**config.mk**
```make
export PLATFORM = sky130hd
export DESIGN_NAME = common_prog_delay_line_w_valid
export DESIGN_NICKNAME = d
export VERILOG_FILES = /design/src/rtl/common_prog_delay_line_w_valid.sv
export SDC_FILE = /design/constraint.sdc
export NUM_CORES = 1
export LEC_CHECK = 0
export ABC_CLOCK_PERIOD_IN_PS = 16300
export CAP_MARGIN = 20
export CORE_ASPECT_RATIO = 0.8
export CORE_MARGIN = 2
export CORE_UTILIZATION = 45
export DETAILED_ROUTE_END_ITERATION = 10
export SLEW_MARGIN = 25
export SYNTH_ARGS = -nofsm -noshare
export SYNTH_HDL_FRONTEND = slang
export SYNTH_SLANG_ARGS = --single-unit
```
**constraint.sdc**
```tcl
create_clock -name i_clock -period 16.3 [get_ports i_clock]
set_clock_uncertainty 0.1 [all_clocks]
set_input_delay 1.63 -clock i_clock [delete_from_list [all_inputs] [get_ports i_clock]]
set_output_delay 1.63 -clock i_clock [all_outputs]
set_load 0.02 [all_outputs]
```
**src/rtl/common_prog_delay_line_w_valid.sv**
```systemverilog
// Multi-channel delay line with a run-time selectable delay and a shared valid.
// Delay changes and flushes clear in-flight samples, count them, and hold o_valid low while the chain refills.
module common_prog_delay_line_w_valid #(
    parameter int NB_DATA     = 8,
    parameter int N_CH        = 4,
    parameter int MAX_DELAY   = 16,
    parameter int NB_DELAY    = 5,
    parameter int RESET_DELAY = 4,
    parameter int NB_CNT      = 16
) (
    input  logic                      i_clock,
    input  logic                      i_reset,
    input  logic [N_CH*NB_DATA-1:0]   i_data_in,
    input  logic                      i_valid,
    input  logic [NB_DELAY-1:0]       i_delay,
    input  logic                      i_flush,
    input  logic                      i_clr_drop,
    output logic [N_CH*NB_DATA-1:0]   o_data_out,
    output logic                      o_valid,
    output logic [NB_DELAY-1:0]       o_delay,
    output logic                      o_busy,
    output logic [NB_CNT-1:0]         o_drop_count
);

    localparam int W      = N_CH * NB_DATA;
    localparam int NB_POP = $clog2(MAX_DELAY + 2);
    localparam int NB_SUM = ((NB_CNT > NB_POP) ? NB_CNT : NB_POP) + 1;

    typedef enum logic {RUN, SETTLE} state_t;

    state_t                state_q, state_d;
    logic [NB_DELAY-1:0]   delay_q, delay_d;
    logic [NB_DELAY-1:0]   cnt_q, cnt_d;
    logic [NB_DELAY-1:0]   d_sat;
    logic [NB_CNT-1:0]     drop_q, drop_d;
    logic [NB_CNT-1:0]     drop_base;
    logic [NB_SUM-1:0]     drops;
    logic                  clear_event;
    logic [MAX_DELAY-1:0]  vld_q;
    logic [W-1:0]          data_q [MAX_DELAY];

    function automatic logic [NB_DELAY-1:0] sat_delay(input logic [NB_DELAY-1:0] d);
        return (d > NB_DELAY'(MAX_DELAY)) ? NB_DELAY'(MAX_DELAY) : d;
    endfunction

    // Only the stages in front of the active tap hold samples that would have been delivered.
    function automatic logic [NB_SUM-1:0] pop_below(input logic [MAX_DELAY-1:0] v,
                                                    input logic [NB_DELAY-1:0] d);
        logic [NB_SUM-1:0] n;
        n = '0;
        for (int k = 0; k < MAX_DELAY; k++) begin
            if (k < int'(d) && v[k]) n = n + NB_SUM'(1);
        end
        return n;
    endfunction

    function automatic logic [NB_CNT-1:0] sat_add(input logic [NB_CNT-1:0] a,
                                                  input logic [NB_SUM-1:0] b);
        logic [NB_SUM-1:0] s;
        s = NB_SUM'(a) + b;
        return (s > NB_SUM'({NB_CNT{1'b1}})) ? {NB_CNT{1'b1}} : s[NB_CNT-1:0];
    endfunction

    always_comb begin
        d_sat       = sat_delay(i_delay);
        clear_event = (d_sat != delay_q) || i_flush;
        drops       = pop_below(vld_q, delay_q) + NB_SUM'(i_valid);
        drop_base   = i_clr_drop ? '0 : drop_q;
        state_d     = state_q;
        cnt_d       = cnt_q;
        delay_d     = delay_q;
        drop_d      = drop_base;
        if (clear_event) begin
            delay_d = d_sat;
            cnt_d   = d_sat;
            state_d = (d_sat != '0) ? SETTLE : RUN;
            drop_d  = sat_add(drop_base, drops);
        end else if (state_q == SETTLE) begin
            cnt_d = cnt_q - NB_DELAY'(1);
            if (cnt_q == NB_DELAY'(1)) state_d = RUN;
        end
    end

    always_ff @(posedge i_clock) begin
        if (i_reset) begin
            state_q <= RUN;
            delay_q <= NB_DELAY'(RESET_DELAY);
            cnt_q   <= '0;
            drop_q  <= '0;
            vld_q   <= '0;
            for (int k = 0; k < MAX_DELAY; k++) data_q[k] <= '0;
        end else begin
            state_q  <= state_d;
            delay_q  <= delay_d;
            cnt_q    <= cnt_d;
            drop_q   <= drop_d;
            vld_q[0] <= clear_event ? 1'b0 : i_valid;
            for (int k = 1; k < MAX_DELAY; k++) begin
                vld_q[k] <= clear_event ? 1'b0 : vld_q[k-1];
            end
            // Data registers only move when a valid sample is shifting into them.
            if (i_valid) data_q[0] <= i_data_in;
            for (int k = 1; k < MAX_DELAY; k++) begin
                if (vld_q[k-1]) data_q[k] <= data_q[k-1];
            end
        end
    end

    always_comb begin
        o_data_out = i_data_in;
        o_valid    = i_valid;
        if (delay_q != '0) begin
            o_data_out = '0;
            o_valid    = 1'b0;
            for (int k = 0; k < MAX_DELAY; k++) begin
                if (delay_q == NB_DELAY'(k + 1)) begin
                    o_data_out = data_q[k];
                    o_valid    = vld_q[k] && (state_q == RUN);
                end
            end
        end
    end

    assign o_delay      = delay_q;
    assign o_busy       = (state_q == SETTLE);
    assign o_drop_count = drop_q;

endmodule

```
==> impl_metrics.csv <==
group,metric,value,unit
run_status,status,"finished clean",
sta,fin_crit,13980,ps
drt,drt_iter0_drc,2005,
synthesis,ys_warn_count,0,
drt,wire_per_inst,24.30,um
clock_tree,cts_inserted_buffers,57,
final_layout,n_fill_cell,5042,
critical_path,crit_arrival,14330,ps
critical_path,critPathMaxFanout,23,
sta,drv_slew,0,
floorplanning,fp.dieW,276.7,um
sta,fin_crit_sh,85.74,%
global_routing,antenna_found_initial,4,
final_layout,utilization,51.96,%
place,pre_cts_ws,2445,ps
critical_path,max_stage_delay,590,ps
synthesis,synthArstFlopShare,0,%
global_routing,grt_pass1_wl,109.7,mm
clock_tree,cts_tree,"done",
final_layout,antennaDiodeCount,0,
critical_path,crit_top_cell,"ha_1",
final_layout,area_growth_syn_to_layout,13.53,%
clock_tree,post_cts_resized,0,
synthesis,netlist_area,26780,sq um
place,numPlacedInstances,2911,
clock_tree,cts-root-buf,"clkbuf_16",
power_and_ir_drop,leakagePower,10.97,nW
place,post-dp-hpwl,44.90,mm
sta,rsz0062_at_grt,"no",
clock_tree,clk_pin_slew,60,ps
synthesis,synth_cell_type_count,88,
synthesis,synth_flop_cell,"edfxtp_1",
critical_path,crit_path_start_kind,"register",
critical_path,critPathLaunch,"o_delay[1]",
floorplanning,core_area,58520,sq um
critical_path,cp.buffers_inverters,3,
floorplanning,die_h,222.2,um
critical_path,crit_type,"reg -> reg",
place,place_area,28620,sq um
sta,hold_ws,395.2,ps
sta,hold_viol,0,
critical_path,cp_top_family,"adder cells",
floorplanning,floorplan.initialDensity,45.77,%
synthesis,synth_area_leader_cell,"edfxtp_1",
synthesis,synth-seq-area-share,60.62,%
final_layout,final-seq-area,16240,sq um
drt,post-route-drc-count,0,
drt,vias_per_cell,5.807,
drt,antenna_left,0,
critical_path,cp-end-kind,"register",
synthesis,synth_edf_count,512,
final_layout,fin_cells,3021,
place,io_buffer_count,96,
final_layout,final_area,30400,sq um
sta,finalSetupViolCount,0,
min_path,hold_path.class,"reg -> reg",
final_layout,drive_gt1_share,9.147,%
synthesis,synth_area_leaders,"edfxtp_1, and2_1, nor2b_1",
global_routing,overflow,0,
clock_tree,postCtsSetupBuffers,0,
synthesis,avgSynthCellArea,12.57,sq um
run,maxCapViolCount,0,
synthesis,postSynthCellCount,2131,
min_path,hp-start,"vld_q[10]",
clock_tree,clock_latency,620,ps
critical_path,r2r-start,"o_delay[1]",
clock_tree,cts_max_level,2,
sta,worst_pin_slew,1107,ps
critical_path,slowest_stage,"dfxtp_1",
sta,fmax,71.55,MHz
clock_tree,cts_hold_buf,0,
clock_tree,clockBufferDepth,3,
global_routing,grt_max_degree,107,
final_layout,nNetsFinal,2281,
floorplanning,ios,97,
floorplanning,die-area,61490,sq um
floorplanning,rows,79,
drt,drtPass1Iterations,8,
power_and_ir_drop,peakVddDrop,0.07492,mV
critical_path,crit_required,16660,ps
power_and_ir_drop,p_total,3.153,mW
global_routing,track_usage,23.68,%
global_routing,grt_pass1_vias,17262,
clock_tree,cts.sinks,555,
drt,num_vias,17543,
sta,max_slew_margin,24.27,%
final_layout,multi_input_area,10060,sq um
place,routabilityCongestion,0.8325,
sta,timing.setup.tns,0,ps
drt,drt_wl_total,73.41,mm
synthesis,synth_top_area_share,57.41,%
power_and_ir_drop,power_density,103.7,nW/um^2
synthesis,ys_seq_elements,555,
sta,fin_ws,2324,ps
==> layer usage <==
layer  vias to the layer above  routed length, um  GRT usage, %  share of wire (%)
met5                         -                 12             0              0.016
met3                        88               7637         6.730                 10
met4                         2               1208         5.207                1.6
met1                      8788              33440         35.35                 46
met2                       662              31110         34.21                 42
li1                       8003                  -             -                  -
==> final timing paths <==
kind,end,slack [ps],depth (start not counted)
max,o_drop_count[0],2320,63
min,vld_q[11],400,2
min reg2reg,vld_q[11],400,2
max reg2reg,o_drop_count[0],2320,63
==> Yosys cell counts (31+ instances only) <==
cell / n
edfxtp_1: 512
and2_1: 337
nor2b_1: 218
clkbuf_1: 119
a22oi_1: 89
nand2_1: 80
mux2i_1: 73
a21oi_1: 71
a221oi_1: 60
nor2_1: 54
dfxtp_1: 43
o21ai_0: 34
a22o_1: 32
ha_1: 32
inv_1: 32
nand4_1: 31
==> registers in the layout, indices dropped and copies added (netlist names) <==
register and cells:
cnt_q 5, data_q 512, o_busy 1, o_delay 5
o_drop_count 16, vld_q 16
==> cell families after synthesis <==
logic type                 count (synthesis)  synth area share (%)
buffers and inverters                    165                 2.359
AOI/OAI and AO/OA                        397                 10.85
muxes                                     82                 3.116
DFF                                      555                 60.62
xor gates and xnor gates                  68                 3.083
adders and majority gates                 35                 1.682
other                                      1               0.01400
and+or+nand+nor                          828                 18.27
==> area by class of cell <==
type	instances	area share, %
Clock inverter	34	0.8683
Tap cell	769	3.165
Sequential cell	555	53.41
Clock buffer	72	4.877
Inverter	32	0.3951
Timing Repair Buffer	140	4.181
Multi-Input combinational cell	1419	33.10
==> worst register-to-register path: cells and delay by family, from the launching register on <==
kind / cells / cell delay, ps
adder cells (fa/ha/maj): 15 / 4700
buffers and inverters: 3 / 460
AND/OR/NAND/NOR: 14 / 2230
multiplexers: 4 / 1150
XOR/XNOR: 1 / 170
AO/OA/AOI/OAI: 26 / 4410
flip-flops: 1 / 590
==> layout by cell type, fill, tap and decap left out, types with 7 or more instances in the layout <==
| cell | count |
|---|---|
| a21oi_1 | 71 |
| a221oi_1 | 59 |
| a222oi_1 | 7 |
| a22o_1 | 32 |
| a22oi_1 | 89 |
| and2_1 | 337 |
| buf_2 | 11 |
| buf_4 | 29 |
| clkbuf_1 | 15 |
| clkbuf_16 | 57 |
| clkdlybuf4s50_1 | 95 |
| clkinv_1 | 17 |
| conb_1 | 9 |
| dfxtp_1 | 42 |
| edfxtp_1 | 512 |
| ha_1 | 32 |
| inv_1 | 32 |
| mux2_2 | 8 |
| mux2i_1 | 73 |
| nand2_1 | 80 |
| nand2b_1 | 12 |
| nand3_1 | 15 |
| nand4_1 | 31 |
| nor2_1 | 47 |
| nor2b_1 | 212 |
| nor3_1 | 13 |
| o21a_1 | 8 |
| o21ai_0 | 34 |
| o21bai_1 | 16 |
| o22ai_1 | 28 |
| or2_2 | 17 |
| xnor2_1 | 30 |
| xor2_1 | 19 |
==> report_power, final <==
group          internal [mW]  total [mW]  leakage [nW]  switching (mW)
Sequential              1.62        1.65          5.76          0.0342
Clock                  0.691        1.26         0.836           0.567
Combinational         0.0917       0.245          4.38           0.153
(Power assumes the default switching activity.)
